--- src/rtl/selector_nch_reg.sv ---
// rtl/selector_nch_reg.sv - registered N-channel selector with fixed-select and round-robin arbitration
module selector_nch_reg #(
    parameter int WIDTH    = 8,
    parameter int CHANNELS = 4,
    parameter int SEL_W    = 2
) (
    input  logic                      clk,
    input  logic                      rst,
    input  logic [CHANNELS*WIDTH-1:0] in_data,
    input  logic [CHANNELS-1:0]       in_valid,
    output logic [CHANNELS-1:0]       in_ready,
    input  logic                      mode,
    input  logic [SEL_W-1:0]          select,
    output logic [WIDTH-1:0]          result,
    output logic                      result_valid,
    input  logic                      result_ready,
    output logic [SEL_W-1:0]          result_channel
);

    logic [WIDTH-1:0] result_q, result_d;
    logic             result_valid_q, result_valid_d;
    logic [SEL_W-1:0] result_channel_q, result_channel_d;
    logic [SEL_W-1:0] last_grant_q, last_grant_d;

    logic             accept;
    logic             grant_hit;
    logic [SEL_W-1:0] grant_idx;
    logic [WIDTH-1:0] grant_data;
    logic             xfer;

    assign accept = !result_valid_q || result_ready;

    // Grant choice is independent of accept so in_ready only needs one extra gate.
    always_comb begin
        grant_hit = 1'b0;
        grant_idx = '0;
        if (!mode) begin
            for (int k = 0; k < CHANNELS; k++) begin
                if (SEL_W'(k) == select) begin
                    grant_hit = 1'b1;
                    grant_idx = SEL_W'(k);
                end
            end
        end else begin
            for (int i = 1; i <= CHANNELS; i++) begin
                for (int k = 0; k < CHANNELS; k++) begin
                    if (!grant_hit && in_valid[k] &&
                        k == (int'(last_grant_q) + i) % CHANNELS) begin
                        grant_hit = 1'b1;
                        grant_idx = SEL_W'(k);
                    end
                end
            end
        end
    end

    always_comb begin
        in_ready   = '0;
        grant_data = '0;
        for (int k = 0; k < CHANNELS; k++) begin
            in_ready[k] = !rst && accept && grant_hit && (grant_idx == SEL_W'(k));
            if (grant_idx == SEL_W'(k)) begin
                grant_data = in_data[k*WIDTH +: WIDTH];
            end
        end
    end

    assign xfer = |(in_valid & in_ready);

    always_comb begin
        result_d         = result_q;
        result_valid_d   = result_valid_q;
        result_channel_d = result_channel_q;
        last_grant_d     = last_grant_q;
        if (xfer) begin
            result_d         = grant_data;
            result_valid_d   = 1'b1;
            result_channel_d = grant_idx;
            if (mode) begin
                last_grant_d = grant_idx;
            end
        end else if (result_ready) begin
            result_valid_d = 1'b0;
        end
    end

    always_ff @(posedge clk or posedge rst) begin
        if (rst) begin
            result_q         <= '0;
            result_valid_q   <= 1'b0;
            result_channel_q <= '0;
            last_grant_q     <= SEL_W'(CHANNELS - 1);
        end else begin
            result_q         <= result_d;
            result_valid_q   <= result_valid_d;
            result_channel_q <= result_channel_d;
            last_grant_q     <= last_grant_d;
        end
    end

    assign result         = result_q;
    assign result_valid   = result_valid_q;
    assign result_channel = result_channel_q;

endmodule
--- config.mk ---
export PLATFORM = sky130hd
export DESIGN_NAME = selector_nch_reg
export DESIGN_NICKNAME = d
export VERILOG_FILES = /design/src/rtl/selector_nch_reg.sv
export SDC_FILE = /design/constraint.sdc
export NUM_CORES = 1
export LEC_CHECK = 0
export BUFFER_PORTS_ARGS = -buffer_cell sky130_fd_sc_hd__buf_4
export CORE_MARGIN = 1.5
export CORE_UTILIZATION = 44
export DETAILED_ROUTE_END_ITERATION = 10
export GPL_ROUTABILITY_DRIVEN = 0
export PLACE_DENSITY_LB_ADDON = 0.08
export SLEW_MARGIN = 20
export SYNTH_ARGS = -nofsm -noshare
export SYNTH_HDL_FRONTEND = slang
export SYNTH_SLANG_ARGS = --single-unit
export TNS_END_PERCENT = 20
--- constraint.sdc ---
create_clock -name clk -period 2.8 [get_ports clk]
set_input_delay 0.28 -clock clk [delete_from_list [all_inputs] [get_ports clk]]
set_output_delay 0.28 -clock clk [all_outputs]
set_load 0.05 [all_outputs]
==> impl_metrics.json <==
{
  "cts.clk_slew.worst_paths_ns": 0.08,
  "insertedDiodeCount": 0,
  "slew_viol_final": 0,
  "max_stage_delay_ns": 0.57,
  "clkSinkCount": 13,
  "synthFlopType": "dfrtp_1",
  "start_util": 0.4654,
  "p_sw_frac": 0.4670,
  "end_kind": "primary output",
  "fin_crit_sh": 0.8880,
  "hold_buffers": 0,
  "clk_path_buf_depth": 2,
  "routed_wl_microns": 2465,
  "synthTopCellsByArea": "dfrtp_1 (27%), mux4_2 (18%), mux2_4 (13%)",
  "p_per_area_mw_per_mm2": 936.7,
  "ys_ff_latch": 13,
  "intPower_w": 0.0007352,
  "worst_pin_slew_ns": 0.5049,
  "cts-buffers-inserted": 3,
  "synth_top_area_share": 0.2699,
  "fin_crit_ns": 2.486,
  "core_area_sq_mm": 0.002191,
  "fmax_mhz": 402.2,
  "grt_pass1_vias": 873,
  "cts_tree": "built",
  "netlist_area_sq_mm": 0.001020,
  "finalHoldViolations": 0,
  "worst-path-max-fanout": 13,
  "via_per_inst": 5.274,
  "crit_chain": "inv_1 -> a221oi_1 -> nand2b_1 -> a31o_2 -> nor2b_1 -> buf_4",
  "synth_top_area_cell": "dfrtp_1",
  "seqPwrFrac": 0.265,
  "drc": 0,
  "grt_max_degree": 14,
  "synthesis.area_per_instance_sq_um": 12.29,
  "syn2layout_area_growth_pct": 44.42,
  "fill_cells": 181,
  "startpoint_type": "flop",
  "dp_hpwl_microns": 1977,
  "total_power_w": 0.001379,
  "die_x_microns": 51.14,
  "cts_resized": 0,
  "fp-row-count": 17,
  "fin_skew_ns": 0.003322,
  "wl_per_cell_microns": 14.67,
  "p_clk_frac": 0.086,
  "crit_type": "reg2out",
  "async_reset_ff_frac": 1.000,
  "grt_overflow": 0,
  "htree_levels": 1,
  "drtIter0Drc": 15,
  "seq_area_frac_synth": 0.3215,
  "yosys_warnings": 0,
  "synth_fp_nets": 125,
  "finalSetupTns_ns": 0,
  "outcome": "complete, no violations",
  "cts-root-buf": "clkbuf_4",
  "design.die.area_sq_mm": 0.002615,
  "relSlewSlack": 0.6630,
  "synth_edf_count": 0,
  "ant_nets": 0,
  "antenna_found_initial": 0,
  "drtPass1Iterations": 4,
  "io_pins": 57,
  "ir_drop_mv": 0.5922,
  "pwr-share-comb": 0.649,
  "syn_inst": 83,
  "die_h_microns": 51.14,
  "grt_usage": 0.2121,
  "vias": 886,
  "p_leak_nw": 0.6935,
  "grt_setup_unrepaired": "false",
  "clock_latency_ns": 0.28,
  "cp.arrival_ns": 2.21,
  "fin_util": 0.6722,
  "nets": 183,
  "crit_required_ns": 2.52,
  "worstHoldPathType": "in2async",
  "drive_gt1_frac": 0.6143,
  "yosys.cell_types.count": 36,
  "io_buffers": 56,
  "critical-path-slowest-cell": "dfstp_2",
  "setup_violations": 0,
  "p_switching_w": 0.0006442,
  "grt_first_pass_wirelength_microns": 3960,
  "max-cap-violations": 0,
  "cts_setup_buffers": 0
}
power by group through the flow:
stage          combinational, W  clock, W  sequential [W]
2_1_floorplan          0.000408         0        0.000625
3_3_place_gp           0.000889         0        0.000363
3_5_place_dp           0.000904         0        0.000366
4_1_cts                0.000904  0.000124        0.000366
5_1_grt                0.000950  0.000133        0.000378
6_report               0.000895  0.000119        0.000365
cell families after synthesis:
| logic type | synth area share |
|---|---|
| mux | 0.3399 |
| compound gates | 0.1276 |
| simple gates | 0.1644 |
| flops | 0.3215 |
| buf+inv | 0.04662 |
cells in the mapped netlist (2+ instances only):
cell type / count
a21oi_1: 2
dfrtp_1: 11
dfstp_2: 2
inv_1: 5
mux2_4: 9
mux2i_1: 2
mux4_2: 8
nand2_1: 3
nand2b_1: 5
nor2_1: 5
nor2b_1: 4
o211ai_1: 2
o21ai_0: 2
final cells by class:
class | count | area [sq um] | share of cell area
multi-input cells | 62 | 644.4 | 0.4376
flip-flops and latches | 13 | 327.8 | 0.2226
clock buffers | 4 | 26.28 | 0.01784
inverters | 5 | 18.77 | 0.01274
repair buffers | 56 | 420.4 | 0.2855
well taps | 28 | 35.03 | 0.02379
layer usage:
layer	wire length (microns)	up-vias	part of all wire	global-route usage
met5	0	-	0	0
met4	32	0	0.013	0.08108
met3	153	4	0.062	0.05556
met2	1172	42	0.48	0.3247
met1	1107	411	0.45	0.2868
li1	-	429	-	-
cells in the final DEF (no fill, tap or decap), types with 2 or more instances in the layout:
cell type / netlist / final
dfrtp_1: 11 / 11
mux2_4: 9 / 9
buf_4: 0 / 56
a21oi_1: 2 / 2
mux4_2: 8 / 8
mux2i_1: 2 / 2
nor2b_1: 4 / 4
nand2b_1: 5 / 5
nand2_1: 3 / 3
clkbuf_4: 0 / 3
dfstp_2: 2 / 2
inv_1: 5 / 5
o21ai_0: 2 / 2
o211ai_1: 2 / 2
nor2_1: 5 / 5
state kept, by name (all words and copies together), names as in the netlist:
signal and cells:
last_grant_q 2, result 8, result_channel 2, result_valid 1
stage by stage:
| step | cell area (sq um) | hold slack, ns | setup WS [ns] | std cells |
|---|---|---|---|---|
| final | 1473 | 0.03197 | 0.3136 | 168 |
| after global routing | 1473 | 0.06681 | 0.1330 | 168 |
| after CTS | 1473 | 0.03718 | 0.2786 | 168 |
| after detailed placement | 1446 | 0.3476 | 0.4798 | 164 |
| after global placement | 1446 | 0.3408 | 0.5408 | 164 |
| after floorplan | 1020 | 0.1555 | 0.3289 | 83 |
critical path, delay by kind of cell (launching register included):
family / cells / cell delay, ns
AO/OA/AOI/OAI: 2 / 0.71
buffers and inverters: 2 / 0.27
flip-flops: 1 / 0.57
AND/OR/NAND/NOR: 2 / 0.39
path summary, 6_finish.rpt:
path | startpoint | to | depth (start not counted) | slack, ns
hold reg to reg | result[6] | result[6] | 1 | 0.52
setup / recovery | last_grant_q[0] | in_ready[0] | 6 | 0.31
min in group clk | mode | last_grant_q[0] | 3 | 0.35
hold / removal | rst | result_valid | 2 | 0.03
max in group asynchronous | rst | last_grant_q[0] | 2 | 2.41
setup reg to reg | last_grant_q[0] | result[5] | 6 | 0.48
Power figures use the tool's default switching activity.
